==> config.mk <==
export PLATFORM = sky130hd
export DESIGN_NAME = lut_prog_flat
export DESIGN_NICKNAME = d
export VERILOG_FILES = /design/src/rtl/lut_prog_pkg.sv /design/src/rtl/lut_prog_if.sv /design/src/rtl/lut_prog_load_ctrl.sv /design/src/rtl/lut_prog.sv /design/src/flat_wrapper.sv
export SDC_FILE = /design/constraint.sdc
export NUM_CORES = 1
export LEC_CHECK = 0
export BUFFER_PORTS_ARGS = -buffer_cell sky130_fd_sc_hd__buf_4
export CORE_MARGIN = 2
export CORE_UTILIZATION = 35
export DETAILED_ROUTE_END_ITERATION = 10
export REMOVE_ABC_BUFFERS = 1
export SKIP_CTS_REPAIR_TIMING = 1
export SLEW_MARGIN = 40
export SYNTH_ARGS = -nofsm -noshare
export SYNTH_HDL_FRONTEND = slang
export SYNTH_SLANG_ARGS = --single-unit
==> constraint.sdc <==
create_clock -name clk -period 5.14 [get_ports clk]
set_clock_uncertainty 0.2 [all_clocks]
set_input_delay 0.514 -clock clk [delete_from_list [all_inputs] [get_ports clk]]
set_output_delay 0.514 -clock clk [all_outputs]
set_load 0.01 [all_outputs]
==> src/rtl/lut_prog_pkg.sv <==
// Shared types and default sizing for the programmable branch-target table.
// Loader state encoding, stream beat-count type and index-width helper.
package lut_pkg;

  localparam int LUT_LABEL_W    = 8;
  localparam int LUT_PC_W       = 12;
  localparam int LUT_DEPTH      = 64;
  localparam int LUT_DEFAULT_PC = 0;

  typedef enum logic [1:0] {
    LD_IDLE = 2'd0,
    LD_LOAD = 2'd1,
    LD_DONE = 2'd2
  } ld_state_e;

  typedef logic [LUT_LABEL_W:0] ld_cnt_t;

  function automatic int lut_idx_w(input int depth);
    return (depth > 1) ? $clog2(depth) : 1;
  endfunction

endpackage

==> src/rtl/lut_prog_if.sv <==
// Lookup, single-write, clear and stream-load signals of the branch-target table.
// The master drives requests and beats; the slave (the table) returns results and handshakes.
interface lut_prog_if #(
  parameter int LABEL_W = lut_pkg::LUT_LABEL_W,
  parameter int PC_W    = lut_pkg::LUT_PC_W
) ();

  logic               rd_en;
  logic [LABEL_W-1:0] rd_label;
  logic               rd_valid;
  logic               rd_hit;
  logic [PC_W-1:0]    rd_target;

  logic               wr_en;
  logic [LABEL_W-1:0] wr_label;
  logic [PC_W-1:0]    wr_target;
  logic               wr_err;

  logic               clr;

  logic               ld_start;
  logic [LABEL_W-1:0] ld_base;
  logic [LABEL_W:0]   ld_count;
  logic               ld_valid;
  logic [PC_W-1:0]    ld_target;
  logic               ld_ready;
  logic               ld_busy;
  logic               ld_done;

  modport master (
    output rd_en, rd_label, wr_en, wr_label, wr_target, clr,
           ld_start, ld_base, ld_count, ld_valid, ld_target,
    input  rd_valid, rd_hit, rd_target, wr_err, ld_ready, ld_busy, ld_done
  );

  modport slave (
    input  rd_en, rd_label, wr_en, wr_label, wr_target, clr,
           ld_start, ld_base, ld_count, ld_valid, ld_target,
    output rd_valid, rd_hit, rd_target, wr_err, ld_ready, ld_busy, ld_done
  );

endinterface

==> src/rtl/lut_prog_load_ctrl.sv <==
// Stream loader: turns a base/count plus valid/ready beats into table write strobes, zero latency.
// ld_ready drops whenever a port write is pending; clr aborts a load without a done pulse.
module lut_load_ctrl #(
  parameter int LABEL_W = lut_pkg::LUT_LABEL_W,
  parameter int PC_W    = lut_pkg::LUT_PC_W,
  parameter int DEPTH   = lut_pkg::LUT_DEPTH
) (
  input  logic               clk,
  input  logic               rst_n,
  input  logic               clr_i,
  input  logic               wr_en_i,
  input  logic               ld_start_i,
  input  logic [LABEL_W-1:0] ld_base_i,
  input  logic [LABEL_W:0]   ld_count_i,
  input  logic               ld_valid_i,
  input  logic [PC_W-1:0]    ld_target_i,
  output logic               ld_ready_o,
  output logic               ld_busy_o,
  output logic               ld_done_o,
  output logic               beat_vld_o,
  output logic [LABEL_W-1:0] beat_idx_o,
  output logic [PC_W-1:0]    beat_dat_o
);
  import lut_pkg::*;

  localparam logic [LABEL_W-1:0] PTR_LAST = LABEL_W'(DEPTH - 1);
  localparam logic [LABEL_W:0]   REM_ONE  = (LABEL_W + 1)'(1);

  ld_state_e          state_q, state_d;
  logic [LABEL_W-1:0] ptr_q, ptr_d;
  logic [LABEL_W:0]   rem_q, rem_d;

  always_ff @(posedge clk or negedge rst_n) begin
    if (!rst_n) begin
      state_q <= LD_IDLE;
      ptr_q   <= '0;
      rem_q   <= '0;
    end else begin
      state_q <= state_d;
      ptr_q   <= ptr_d;
      rem_q   <= rem_d;
    end
  end

  always_comb begin
    state_d    = state_q;
    ptr_d      = ptr_q;
    rem_d      = rem_q;
    ld_ready_o = 1'b0;
    ld_busy_o  = 1'b0;
    ld_done_o  = 1'b0;
    beat_vld_o = 1'b0;
    unique case (state_q)
      LD_IDLE: begin
        if (ld_start_i) begin
          ptr_d   = ld_base_i;
          rem_d   = ld_count_i;
          state_d = (ld_count_i != '0) ? LD_LOAD : LD_DONE;
        end
      end
      LD_LOAD: begin
        ld_busy_o  = 1'b1;
        ld_ready_o = !wr_en_i;
        beat_vld_o = ld_valid_i && !wr_en_i;
        if (clr_i) begin
          state_d = LD_IDLE;
        end else if (beat_vld_o) begin
          // Out-of-range bases keep counting up and wrap at the field width.
          ptr_d = (ptr_q == PTR_LAST) ? '0 : ptr_q + 1'b1;
          rem_d = rem_q - 1'b1;
          if (rem_q == REM_ONE) state_d = LD_DONE;
        end
      end
      LD_DONE: begin
        ld_done_o = !clr_i;
        state_d   = LD_IDLE;
      end
      default: state_d = LD_IDLE;
    endcase
  end

  assign beat_idx_o = ptr_q;
  assign beat_dat_o = ld_target_i;

endmodule

==> src/rtl/lut_prog.sv <==
// Programmable label-to-PC table: one-cycle registered lookup with write-to-read bypass.
// Write priority clr > stream beat > port write; a port write stalls the stream via ld_ready.
module lut_prog #(
  parameter int LABEL_W    = lut_pkg::LUT_LABEL_W,
  parameter int PC_W       = lut_pkg::LUT_PC_W,
  parameter int DEPTH      = lut_pkg::LUT_DEPTH,
  parameter int DEFAULT_PC = lut_pkg::LUT_DEFAULT_PC
) (
  input logic       clk,
  input logic       rst_n,
  lut_prog_if.slave bus
);
  import lut_pkg::*;

  localparam int                 IDX_W = lut_idx_w(DEPTH);
  localparam logic [LABEL_W:0]   LIMIT = (LABEL_W + 1)'(DEPTH);
  localparam logic [PC_W-1:0]    DFLT  = PC_W'(DEFAULT_PC);

  logic               beat_vld;
  logic [LABEL_W-1:0] beat_idx;
  logic [PC_W-1:0]    beat_dat;

  logic               wr_go;
  logic [LABEL_W-1:0] wr_idx;
  logic [PC_W-1:0]    wr_dat;
  logic               wr_in_range;
  logic               wr_store;
  logic [IDX_W-1:0]   wr_slot;

  logic               rd_in_range;
  logic [IDX_W-1:0]   rd_slot;
  logic               rd_hit_d;
  logic [PC_W-1:0]    rd_tgt_d;

  logic [PC_W-1:0]    tgt_q [DEPTH];
  logic [DEPTH-1:0]   vld_q, vld_d;
  logic               rd_valid_q, rd_hit_q, wr_err_q;
  logic [PC_W-1:0]    rd_tgt_q;

  lut_load_ctrl #(
    .LABEL_W (LABEL_W),
    .PC_W    (PC_W),
    .DEPTH   (DEPTH)
  ) u_load (
    .clk         (clk),
    .rst_n       (rst_n),
    .clr_i       (bus.clr),
    .wr_en_i     (bus.wr_en),
    .ld_start_i  (bus.ld_start),
    .ld_base_i   (bus.ld_base),
    .ld_count_i  (bus.ld_count),
    .ld_valid_i  (bus.ld_valid),
    .ld_target_i (bus.ld_target),
    .ld_ready_o  (bus.ld_ready),
    .ld_busy_o   (bus.ld_busy),
    .ld_done_o   (bus.ld_done),
    .beat_vld_o  (beat_vld),
    .beat_idx_o  (beat_idx),
    .beat_dat_o  (beat_dat)
  );

  always_comb begin
    wr_go  = 1'b0;
    wr_idx = bus.wr_label;
    wr_dat = bus.wr_target;
    if (!bus.clr) begin
      if (beat_vld) begin
        wr_go  = 1'b1;
        wr_idx = beat_idx;
        wr_dat = beat_dat;
      end else if (bus.wr_en) begin
        wr_go = 1'b1;
      end
    end
  end

  assign wr_in_range = ({1'b0, wr_idx} < LIMIT);
  assign wr_store    = wr_go && wr_in_range;
  assign wr_slot     = wr_idx[IDX_W-1:0];
  assign rd_in_range = ({1'b0, bus.rd_label} < LIMIT);
  assign rd_slot     = bus.rd_label[IDX_W-1:0];

  always_comb begin
    vld_d = vld_q;
    if (bus.clr) vld_d = '0;
    else if (wr_store) vld_d[wr_slot] = 1'b1;
  end

  // Lookups see this cycle's clear/write, so hit comes from vld_d and data is forwarded.
  always_comb begin
    rd_hit_d = rd_in_range && vld_d[rd_slot];
    rd_tgt_d = DFLT;
    if (rd_hit_d) rd_tgt_d = (wr_store && (wr_slot == rd_slot)) ? wr_dat : tgt_q[rd_slot];
  end

  always_ff @(posedge clk) begin
    if (wr_store) tgt_q[wr_slot] <= wr_dat;
  end

  always_ff @(posedge clk or negedge rst_n) begin
    if (!rst_n) begin
      vld_q      <= '0;
      rd_valid_q <= 1'b0;
      rd_hit_q   <= 1'b0;
      rd_tgt_q   <= DFLT;
      wr_err_q   <= 1'b0;
    end else begin
      vld_q      <= vld_d;
      rd_valid_q <= bus.rd_en;
      wr_err_q   <= wr_go && !wr_in_range;
      if (bus.rd_en) begin
        rd_hit_q <= rd_hit_d;
        rd_tgt_q <= rd_tgt_d;
      end
    end
  end

  assign bus.rd_valid  = rd_valid_q;
  assign bus.rd_hit    = rd_hit_q;
  assign bus.rd_target = rd_tgt_q;
  assign bus.wr_err    = wr_err_q;

endmodule

==> src/flat_wrapper.sv <==
// flat-port wrapper written by rule: the top's interface ports become plain ports
module lut_prog_flat import lut_pkg::*;
#(
  parameter int LABEL_W    = lut_pkg::LUT_LABEL_W,
  parameter int PC_W       = lut_pkg::LUT_PC_W,
  parameter int DEPTH      = lut_pkg::LUT_DEPTH,
  parameter int DEFAULT_PC = lut_pkg::LUT_DEFAULT_PC
)
  (clk, rst_n, bus_rd_en, bus_rd_label, bus_wr_en, bus_wr_label, bus_wr_target, bus_clr, bus_ld_start, bus_ld_base, bus_ld_count, bus_ld_valid, bus_ld_target, bus_rd_valid, bus_rd_hit, bus_rd_target, bus_wr_err, bus_ld_ready, bus_ld_busy, bus_ld_done);
  lut_prog_if #(.LABEL_W(LABEL_W), .PC_W(PC_W)) bus_i ();
  input logic clk;
  input logic rst_n;
  input wire logic [$bits(bus_i.rd_en)-1:0] bus_rd_en;
  input wire logic [$bits(bus_i.rd_label)-1:0] bus_rd_label;
  input wire logic [$bits(bus_i.wr_en)-1:0] bus_wr_en;
  input wire logic [$bits(bus_i.wr_label)-1:0] bus_wr_label;
  input wire logic [$bits(bus_i.wr_target)-1:0] bus_wr_target;
  input wire logic [$bits(bus_i.clr)-1:0] bus_clr;
  input wire logic [$bits(bus_i.ld_start)-1:0] bus_ld_start;
  input wire logic [$bits(bus_i.ld_base)-1:0] bus_ld_base;
  input wire logic [$bits(bus_i.ld_count)-1:0] bus_ld_count;
  input wire logic [$bits(bus_i.ld_valid)-1:0] bus_ld_valid;
  input wire logic [$bits(bus_i.ld_target)-1:0] bus_ld_target;
  output wire logic [$bits(bus_i.rd_valid)-1:0] bus_rd_valid;
  output wire logic [$bits(bus_i.rd_hit)-1:0] bus_rd_hit;
  output wire logic [$bits(bus_i.rd_target)-1:0] bus_rd_target;
  output wire logic [$bits(bus_i.wr_err)-1:0] bus_wr_err;
  output wire logic [$bits(bus_i.ld_ready)-1:0] bus_ld_ready;
  output wire logic [$bits(bus_i.ld_busy)-1:0] bus_ld_busy;
  output wire logic [$bits(bus_i.ld_done)-1:0] bus_ld_done;
  assign bus_i.rd_en = bus_rd_en;
  assign bus_i.rd_label = bus_rd_label;
  assign bus_i.wr_en = bus_wr_en;
  assign bus_i.wr_label = bus_wr_label;
  assign bus_i.wr_target = bus_wr_target;
  assign bus_i.clr = bus_clr;
  assign bus_i.ld_start = bus_ld_start;
  assign bus_i.ld_base = bus_ld_base;
  assign bus_i.ld_count = bus_ld_count;
  assign bus_i.ld_valid = bus_ld_valid;
  assign bus_i.ld_target = bus_ld_target;
  assign bus_rd_valid = bus_i.rd_valid;
  assign bus_rd_hit = bus_i.rd_hit;
  assign bus_rd_target = bus_i.rd_target;
  assign bus_wr_err = bus_i.wr_err;
  assign bus_ld_ready = bus_i.ld_ready;
  assign bus_ld_busy = bus_i.ld_busy;
  assign bus_ld_done = bus_i.ld_done;
  lut_prog #(.LABEL_W(LABEL_W), .PC_W(PC_W), .DEPTH(DEPTH), .DEFAULT_PC(DEFAULT_PC)) u_core (.clk(clk), .rst_n(rst_n), .bus(bus_i));
endmodule
==> results.py, run 1 <==
metrics = {
    "outcome": {
        "status": "finished with violations",
        "violations": "negative hold slack",
    },
    "logic_synthesis": {
        "synth-seq-area-share": 0.704,
        "async_reset_ff_frac": 0.113,
        "synth_edf_count": 768,
        "yosys-top-cells-area": "edfxtp_1 (64%), mux4_2 (16%), dfrtp_1 (6.8%)",
        "yosys_warnings": 0,
        "yosysMostFrequentCell": "edfxtp_1",
        "synth.cell_area_mm2": 0.0362,
        "synth_cells": 2005,
        "synth.avg_cell_area_um2": 18.1,
        "synth_commonest_cells": "edfxtp_1 (768), mux4_2 (253), nor2_1 (179)",
        "yosys_register_bits": 866,
        "synth_flop_cell": "edfxtp_1",
        "yosysTopAreaCellShare": 0.636,
        "synth_area_leader_cell": "edfxtp_1",
        "synth.distinct_cells": 88,
    },
    "pwr": {
        "total_power_mw": 16.0,
        "switchingPower_mw": 3.94,
        "p_leak_nw": 13.7,
        "switching_share": 0.246,
        "p_comb_frac": 0.095,
        "intPower_mw": 12.1,
        "seq_power_share": 0.500,
        "power_density_mw_per_mm2": 379,
        "p_clk_frac": 0.405,
        "vdd_drop_max_mv": 0.263,
    },
    "clocking": {
        "cts_sinks": 866,
        "clock_latency_ns": 0.65,
        "cts-buffers-inserted": 90,
        "clkTransAtPathRegs_ns": 0.06,
        "clk_path_buf_depth": 3,
        "htree_levels": 3,
        "cts_tree": "built",
        "root_buffer": "clkbuf_16",
    },
    "sta": {
        "rsz0062_at_grt": "no",
        "holdWs_ns": -0.00762,
        "slew_violations": 0,
        "fin_tns_setup_ns": 0,
        "hold_violations": 1,
        "relSlewSlack": 0.425,
        "period_share": 0.829,
        "worstMarginPinSlew_ns": 0.862,
        "clock.fmax_ghz": 0.235,
        "setup_viol": 0,
        "min_period_ns": 4.26,
    },
    "global_route": {
        "grt_max_degree": 90,
        "grt_use_total": 0.189,
        "grt_overflow": 0,
        "grt_pass1_wl_mm": 147,
        "antenna_found_initial": 7,
        "grt_pass1_vias": 20800,
    },
    "setup_path": {
        "reg2reg_depth": 8,
        "cp-start-kind": "flop",
        "r2r_start": "u_core.u_load.beat_idx_o[3]$_DFFE_PN0P_",
        "cp-end-kind": "flop",
        "reg2reg_to": "u_core.bus.rd_target[11]$_DFFE_PN0P_",
        "endpoint": "u_core.bus.rd_target[11]$_DFFE_PN0P_",
        "cp_data_arrival_time_ns": 4.60,
        "slowest_delay_ns": 0.59,
        "critPathMaxFanout": 13,
        "crit_slowest_cell": "a2111oi_0",
        "critPathKind": "reg2reg",
        "reg2reg_slack_ns": 0.88,
        "required_ns": 5.48,
        "crit_chain": "nor4b_2 -> nand4_1 -> o221ai_1 -> o311ai_0 -> a2111oi_0 -> or4_1 -> nand4_2 -> o32ai_1",
        "startpoint": "u_core.u_load.beat_idx_o[3]$_DFFE_PN0P_",
    },
    "place": {
        "hpwl_mm": 63.5,
        "gp_congestion": 0.950,
        "io_buffers": 81,
    },
    "die": {
        "die_h_um": 326,
        "dieArea_mm2": 0.106,
        "core_area_mm2": 0.103,
        "initial_utilization": 0.352,
        "io_pins": 82,
        "die_w_um": 326,
        "rows": 118,
    },
    "finish": {
        "final_layout_size_suffix_gt1_frac": 0.290,
        "area_delta_synth_final_pct": 16.5,
        "layout.nets": 2232,
        "fillers": 9204,
    },
    "routing": {
        "drc_errors": 0,
        "drt_iter0_markers": 2318,
        "num_vias": 20500,
        "dr_wl_met3_mm": 8.40,
        "wl_per_cell_um": 27.9,
        "via_per_inst": 5.65,
        "drt-met1-wl_mm": 43.1,
        "drt-total-wl_mm": 101,
        "wl_met2_mm": 47.0,
        "top_layer_used": "met5",
        "ant_nets": 0,
        "drt-pass1-iter-count": 5,
    },
    "min_path": {
        "hold_path_class": "in2reg",
    },
    "flow_run": {
        "max_cap_violations": 0,
    },
}
## area by class of cell
type,count,area [um2],area share
diodes,1,2.50,0.0000593
clock buffers,113,2380,0.0563
clock inverters,55,579,0.0137
inverters,34,130,0.00308
multi-input cells,973,10200,0.242
flip-flops and latches,866,25500,0.604
well taps,1380,1730,0.0409
repair buffers,200,1660,0.0392
## cells in the final DEF (no fill, tap or decap), types with 10 or more instances in the layout
master     instances
nand4_1           16
edfxtp_1         768
nor3_1            28
o211ai_1          13
clkbuf_1          19
clkinv_1          25
mux2i_1           28
a31oi_1           11
o21ai_0           37
clkbuf_16         91
clkinv_2          12
dfrtp_1           98
buf_4            181
nand2_1           79
nor2_1           177
a21oi_1           41
nor2b_1           10
o32ai_2           12
o22ai_1           31
nand2b_1          13
nand3_1           16
mux4_2           253
inv_1             31
## how the worst min path moves through the flow
| stage | start | to | slack [ns] | cells after the start |
|---|---|---|---|---|
| 2_1_floorplan | rst_n | u_core.bus.rd_hit$_DFFE_PN0P_ | 0.02 | 0 |
| 3_3_place_gp | u_core.vld_q[17]$_DFF_PN0_ | u_core.vld_q[17]$_DFF_PN0_ | 0.26 | 2 |
| 3_5_place_dp | u_core.vld_q[17]$_DFF_PN0_ | u_core.vld_q[17]$_DFF_PN0_ | 0.27 | 2 |
| 4_1_cts | rst_n | u_core.u_load.beat_idx_o[4]$_DFFE_PN0P_ | -0.32 | 1 |
| 5_1_grt | bus_ld_base[7] | u_core.u_load.beat_idx_o[7]$_DFFE_PN0P_ | 0.003 | 3 |
| 6_report | bus_ld_base[7] | u_core.u_load.beat_idx_o[7]$_DFFE_PN0P_ | -0.008 | 3 |
## registers in the layout (all words and copies together), names as in the netlist
| name | count |
|---|---|
| u_core.u_load.rem_q | 9 |
| u_core.bus.wr_err | 1 |
| u_core.bus.rd_hit | 1 |
| u_core.vld_q | 64 |
| u_core.bus.rd_valid | 1 |
| u_core.u_load.state_q | 2 |
| u_core.u_load.beat_idx_o | 8 |
| u_core.bus.rd_target | 12 |
| u_core.tgt_q | 768 |
## per-layer routing
layer	global-route usage	vias to the layer above
li1	-	8504
met1	0.268	10900
met5	0	-
met4	0.0548	4
met2	0.294	924
met3	0.0443	160
## power by group through the flow
stage | Sequential, mW | Clock (mW) | Combinational (mW)
CTS | 8.00 | 6.61 | 1.51
global placement | 8.14 | 0 | 1.46
detailed placement | 8.14 | 0 | 1.50
finish | 8.01 | 6.49 | 1.52
floorplan | 8.08 | 0 | 0.795
global route | 8.02 | 6.88 | 1.62
## kinds of logic (layout without fill, tap and decap cells)
logic type / Yosys count / after routing / share of synthesized area
AO/OA/AOI/OAI: 246 / 246 / 0.0502
XOR/XNOR: 8 / 8 / 0.00193
adder cells (fa/ha/maj): 3 / 3 / 0.00104
buffers and inverters: 166 / 402 / 0.0185
flip-flops: 866 / 866 / 0.704
multiplexers: 283 / 283 / 0.166
other: 0 / 1 / 0
AND/OR/NAND/NOR: 433 / 433 / 0.0587
## worst max-delay path, delay by kind of cell (launching register included)
family | cells | cell delay [ns]
AO/OA/AOI/OAI | 4 | 1.60
AND/OR/NAND/NOR | 4 | 1.79
flip-flops | 1 | 0.54
## per-stage QoR
stage                     cell area, um2   util  setup slack [ns]  std cells
after floorplan                    35700      -             0.392       1873
after global placement             39100  0.379             0.869       3443
after detailed placement           39100  0.380             0.808       3444
after CTS                          42100  0.409              1.06       3612
after global routing               42200  0.410             0.745       3621
final                              42200  0.410             0.881       3622
No activity file was read; power rests on OpenSTA's default activity.
==> run 2: changes to the inputs <==
==> constraint.sdc (replaced) <==
create_clock -name clk -period 3.6 [get_ports clk]
set_clock_uncertainty 0.2 [all_clocks]
set_input_delay 0.36 -clock clk [delete_from_list [all_inputs] [get_ports clk]]
set_output_delay 0.36 -clock clk [all_outputs]
set_load 0.01 [all_outputs]
==> run 2 against run 1 <==
  * The flow now finishes without violations
  * Count of clock-buffer cells in the layout shrank 9
  * Maximum frequency grew 23%
  * Clock power grew 40%
  * Total power grew 44%
  * Sequential share of layout area shrank 1.9 points
  * Critical path type unchanged
  * Critical endpoint is now u_core.bus.rd_target[0]$_DFFE_PN0P_
==> results.py, run 2 (same netlist as run 1, synthesis figures left out) <==
metrics = {
    "global_route": {
        "antenna_found_initial": 4,
        "grt_use_total": 0.195,
        "grt_pass1_wl_mm": 151,
        "grt_pass1_vias": 21100,
        "grt_max_degree": 52,
        "grt_overflow": 0,
    },
    "sta": {
        "clock.fmax_ghz": 0.289,
        "setup_viol": 0,
        "hold_violations": 0,
        "relSlewSlack": 0.459,
        "period_share": 0.962,
        "slew_violations": 0,
        "rsz0062_at_grt": "no",
        "worstMarginPinSlew_ns": 0.809,
        "min_period_ns": 3.46,
    },
    "pwr": {
        "p_clk_frac": 0.395,
        "p_comb_frac": 0.114,
        "p_leak_nw": 14.5,
        "switchingPower_mw": 5.69,
        "switching_share": 0.247,
        "seq_power_share": 0.491,
        "intPower_mw": 17.4,
        "vdd_drop_max_mv": 0.336,
        "total_power_mw": 23.1,
        "power_density_mw_per_mm2": 529,
    },
    "finish": {
        "layout.nets": 2386,
        "fillers": 9126,
        "fin_cells": 3772,
        "mostFrequentLayoutCell": "edfxtp_1",
        "layout_common_cells": "edfxtp_1 (768), buf_4 (295), mux4_2 (253)",
        "largest-register": "u_core.tgt_q",
        "area_delta_synth_final_pct": 20.3,
        "largest_reg_flops": 768,
        "final_layout_size_suffix_gt1_frac": 0.332,
    },
    "setup_path": {
        "cp_data_arrival_time_ns": 3.82,
        "required_ns": 3.96,
        "worst-path-buf-inv": 4,
        "cp-end-kind": "flop",
        "critPathMaxFanout": 28,
        "reg2reg_slack_ns": 0.14,
        "critPathKind": "reg2reg",
        "cp-start-kind": "flop",
        "crit_chain": "or4b_4 -> nor2_4 -> buf_4 -> nand4b_1 -> a21oi_1 -> a21oi_1 -> nor3_1 -> buf_4 -> a2111oi_4 -> buf_4 -> buf_4 -> o32ai_1",
        "slowest_delay_ns": 0.63,
        "crit_slowest_cell": "or4b_4",
        "path_common_cell": "buf_4",
        "critical_path.top_delay_family": "simple AND/OR/NAND/NOR gates",
    },
    "routing": {
        "wl_met2_mm": 49.1,
        "drt_iter0_markers": 2341,
        "drt-met1-wl_mm": 44.7,
        "drc_errors": 0,
        "dr_wl_met3_mm": 7.66,
        "top_layer_used": "met5",
        "drt-pass1-iter-count": 5,
        "via_per_inst": 5.55,
        "ant_nets": 0,
        "drt-total-wl_mm": 104,
        "wl_per_cell_um": 27.6,
        "num_vias": 21000,
    },
    "clocking": {
        "cts-buffers-inserted": 90,
        "clk_path_buf_depth": 3,
        "clkTransAtPathRegs_ns": 0.06,
        "htree_levels": 3,
        "cts_tree": "built",
        "clock_latency_ns": 0.67,
        "root_buffer": "clkbuf_16",
        "cts_sinks": 866,
    },
    "die": {
        "rows": 118,
        "core_area_mm2": 0.103,
        "io_pins": 82,
        "die_w_um": 326,
        "die_h_um": 326,
        "dieArea_mm2": 0.106,
        "initial_utilization": 0.352,
    },
    "min_path": {
        "hold_path_class": "in2reg",
    },
    "outcome": {
        "status": "completed",
    },
    "flow_run": {
        "max_cap_violations": 0,
    },
    "place": {
        "io_buffers": 81,
        "hpwl_mm": 70.2,
        "numPlacedInstances": 3580,
        "gp_congestion": 0.991,
    },
}
run 2: layout make-up:
cell class / count / area [um2] / area share
Clock inverter: 60 / 554 / 0.0127
Sequential cell: 866 / 25500 / 0.585
Clock buffer: 104 / 2310 / 0.0531
Inverter: 34 / 130 / 0.00299
Timing Repair Buffer: 354 / 3140 / 0.0719
Multi-Input combinational cell: 973 / 10200 / 0.234
Tap cell: 1380 / 1730 / 0.0396
Antenna cell: 1 / 2.50 / 0.0000574
run 2: worst min-delay path, stage by stage:
cell	delay, ns
buf_4	0.11
buf_12	0.12
a211oi_1	0.06
nor3_1	0.16
run 2: per-layer routing:
layer,up-vias,track usage
met2,893,0.307
met4,4,0.0571
li1,8831,-
met5,-,0
met3,141,0.0337
met1,11100,0.279
run 2: path summary, 6_finish.rpt:
path / cells past startpoint / start / end
max: 12 / u_core.u_load.state_q[1]$_DFFE_PN0P_ / u_core.bus.rd_target[0]$_DFFE_PN0P_
min: 4 / bus_clr / u_core.u_load.state_q[1]$_DFFE_PN0P_
max reg2reg: 12 / u_core.u_load.state_q[1]$_DFFE_PN0P_ / u_core.bus.rd_target[0]$_DFFE_PN0P_
min reg2reg: 2 / u_core.vld_q[63]$_DFF_PN0_ / u_core.vld_q[63]$_DFF_PN0_
max in group asynchronous: 3 / rst_n / u_core.bus.rd_hit$_DFFE_PN0P_
min in group asynchronous: 2 / rst_n / u_core.u_load.rem_q[6]$_DFFE_PN0P_
run 2: stage by stage:
stage	hold WS [ns]	utilization	area (um2)	setup TNS, ns	worst slack, ns
2_1_floorplan	-0.136	-	35700	-13.28	-1.03
3_3_place_gp	0.247	0.392	40400	-2.06	-0.164
3_5_place_dp	0.261	0.392	40400	-0.948	-0.0986
4_1_cts	-0.446	0.420	43300	-1.02	-0.113
5_1_grt	0.0278	0.423	43600	0	0.00151
6_report	0.0134	0.423	43600	0	0.136
run 2: power groups by stage:
stage / Sequential, mW / Combinational (mW) / Clock, mW
final: 11.3 / 2.64 / 9.10
after global routing: 11.3 / 2.81 / 9.67
after detailed placement: 11.5 / 2.56 / 0
after CTS: 11.3 / 2.57 / 9.28
after global placement: 11.5 / 2.52 / 0
after floorplan: 11.5 / 1.14 / 0
==> run 3: changes to the inputs <==
--- a/config.mk
+++ b/config.mk
@@ -7,8 +7,9 @@
 export LEC_CHECK = 0
 export BUFFER_PORTS_ARGS = -buffer_cell sky130_fd_sc_hd__buf_4
 export CORE_MARGIN = 2
-export CORE_UTILIZATION = 35
+export CORE_UTILIZATION = 56
 export DETAILED_ROUTE_END_ITERATION = 10
+export PLACE_DENSITY = 0.75
 export REMOVE_ABC_BUFFERS = 1
 export SKIP_CTS_REPAIR_TIMING = 1
 export SLEW_MARGIN = 40
==> constraint.sdc (replaced) <==
create_clock -name clk -period 3.6 [get_ports clk]
set_clock_uncertainty 0.2 [all_clocks]
set_input_delay 0.18 -clock clk [delete_from_list [all_inputs] [get_ports clk]]
set_output_delay 0.18 -clock clk [all_outputs]
set_load 0.01 [all_outputs]
==> run 3 against run 2 <==
  * The run now ends with negative hold slack left
  * Worst hold slack got worse by 0.028 ns
  * Via count rose by 2.3%
  * Final cell count fell by 15%
  * Critical endpoint is now u_core.bus.rd_target[6]$_DFFE_PN0P_
  * Total power fell by 0.61%
  * Utilization rose by 24 points
  * Register-to-register slack barely moved
  * Highest routed layer unchanged
  * Die area fell by 37%
  * Count of clock-buffer cells in the layout rose by 14
  * Critical path type unchanged
  * Global-route usage rose by 11 points
  * Maximum frequency barely moved
  * Sequential share of layout area rose by 1.3 points
  * Worst setup slack got worse by 0.0023 ns
==> results.py, run 3 (same netlist as run 1, synthesis figures left out) <==
metrics = {
    "clocking": {
        "clk_path_buf_depth": 3,
        "cts-buffers-inserted": 87,
        "cts_tree": "built",
        "htree_levels": 3,
        "cts_sinks": 866,
        "clkTransAtPathRegs_ns": 0.06,
        "clock_latency_ns": 0.66,
        "root_buffer": "clkbuf_16",
    },
    "setup_path": {
        "endpoint": "u_core.bus.rd_target[6]$_DFFE_PN0P_",
        "r2r_start": "u_core.u_load.state_q[1]$_DFFE_PN0P_",
        "critPathMaxFanout": 13,
        "startpoint": "u_core.u_load.state_q[1]$_DFFE_PN0P_",
        "reg2reg_slack_ns": 0.13,
        "critPathKind": "reg2reg",
        "path_common_cell": "o2111ai_1",
        "reg2reg_depth": 10,
        "slowest_delay_ns": 0.60,
        "crit_slowest_cell": "or4b_4",
        "reg2reg_to": "u_core.bus.rd_target[6]$_DFFE_PN0P_",
        "cp_data_arrival_time_ns": 3.76,
        "cp-end-kind": "flop",
        "required_ns": 3.89,
        "crit_chain": "or4b_4 -> buf_4 -> o2111ai_1 -> a21oi_1 -> nor2_1 -> o2111ai_1 -> or4_1 -> nand4_2 -> buf_12 -> o32ai_2",
        "cp-start-kind": "flop",
    },
    "global_route": {
        "grt_pass1_wl_mm": 146,
        "grt_overflow": 0,
        "grt_max_degree": 66,
        "grt_use_total": 0.307,
        "antenna_found_initial": 10,
        "grt_pass1_vias": 21200,
    },
    "outcome": {
        "status": "finished with violations",
        "violations": "negative hold slack",
    },
    "finish": {
        "final_layout_size_suffix_gt1_frac": 0.316,
        "final_cell_area_mm2": 0.0426,
        "layout_common_cells": "edfxtp_1 (768), mux4_2 (253), buf_4 (246)",
        "layout.nets": 2340,
        "largest_reg_flops": 768,
        "largest-register": "u_core.tgt_q",
        "post-route-util": 0.664,
        "area_delta_synth_final_pct": 17.6,
        "mostFrequentLayoutCell": "edfxtp_1",
    },
    "sta": {
        "relSlewSlack": 0.468,
        "holdWs_ns": -0.0146,
        "fin_tns_setup_ns": 0,
        "min_period_ns": 3.47,
        "layout_setup_ws_ns": 0.134,
        "slew_violations": 0,
        "period_share": 0.963,
        "setup_viol": 0,
        "worstMarginPinSlew_ns": 0.790,
        "clock.fmax_ghz": 0.288,
        "hold_violations": 5,
    },
    "routing": {
        "num_vias": 21400,
        "ant_nets": 0,
        "via_per_inst": 6.70,
        "wl_per_cell_um": 31.7,
        "drt-total-wl_mm": 102,
        "drt_iter0_markers": 2817,
        "drt-pass1-iter-count": 6,
        "drc_errors": 0,
    },
    "pwr": {
        "power_density_mw_per_mm2": 538,
        "p_leak_nw": 14.3,
        "vdd_drop_max_mv": 0.392,
    },
    "die": {
        "dieArea_mm2": 0.0668,
        "core_area_mm2": 0.0642,
        "die_h_um": 258,
        "die_w_um": 258,
        "initial_utilization": 0.564,
        "rows": 93,
        "io_pins": 82,
    },
    "flow_run": {
        "max_cap_violations": 0,
    },
    "min_path": {
        "holdCritStartpoint": "bus_wr_en",
        "hold_path_class": "in2reg",
    },
    "place": {
        "io_buffers": 81,
        "postPlaceCellArea_mm2": 0.0393,
        "gp_congestion": 0.975,
        "preCtsSetupSlack_ns": 0.0722,
        "hpwl_mm": 64.4,
    },
}
-- run 3: worst min path at each step --
| stage | end | slack, ns | cells after the start |
|---|---|---|---|
| 2_1_floorplan | u_core.bus.rd_hit$_DFFE_PN0P_ | -0.32 | 0 |
| 3_5_place_dp | u_core.vld_q[14]$_DFF_PN0_ | 0.06 | 1 |
| 3_3_place_gp | u_core.vld_q[14]$_DFF_PN0_ | 0.05 | 1 |
| 6_report | u_core.vld_q[14]$_DFF_PN0_ | -0.01 | 4 |
| 4_1_cts | u_core.vld_q[14]$_DFF_PN0_ | -0.63 | 1 |
| 5_1_grt | u_core.tgt_q[60][5]$_DFFE_PP_ | 0.001 | 4 |
-- run 3: critical path, delay by kind of cell (launching register included) --
kind | cells | cell delay, ns
and+or+nand+nor | 4 | 1.40
AOI/OAI and AO/OA | 4 | 0.84
DFF | 1 | 0.46
buffers and inverters | 2 | 0.40
-- run 3: layout make-up --
type / instances / area (um2)
clock buffer: 118 / 2390
antenna: 1 / 2.50
tap: 855 / 1070
multi-input combinational: 973 / 10200
inverter: 34 / 130
timing repair buffer: 311 / 2810
clock inverter: 43 / 488
sequential: 866 / 25500
fill: 4178 / 21600
-- run 3: per-stage QoR --
step	cells	power, mW
CTS	3166	22.9
floorplan	1873	12.7
global placement	3004	13.8
global route	3200	23.6
finish	3201	22.9
detailed placement	3005	13.9
-- run 3: layer usage --
metal / global-route usage / wire length, um / vias to the layer above
met4: 0.130 / 4180 / 12
met2: 0.468 / 47600 / 1338
met3: 0.0778 / 10600 / 217
li1: - / - / 8724
met5: 0 / 80 / -
met1: 0.427 / 39100 / 11200
-- run 3: where the power goes --
part	internal, mW	switching, mW
logic	0.946	1.53
clock network	5.29	3.83
registers	11.2	0.187
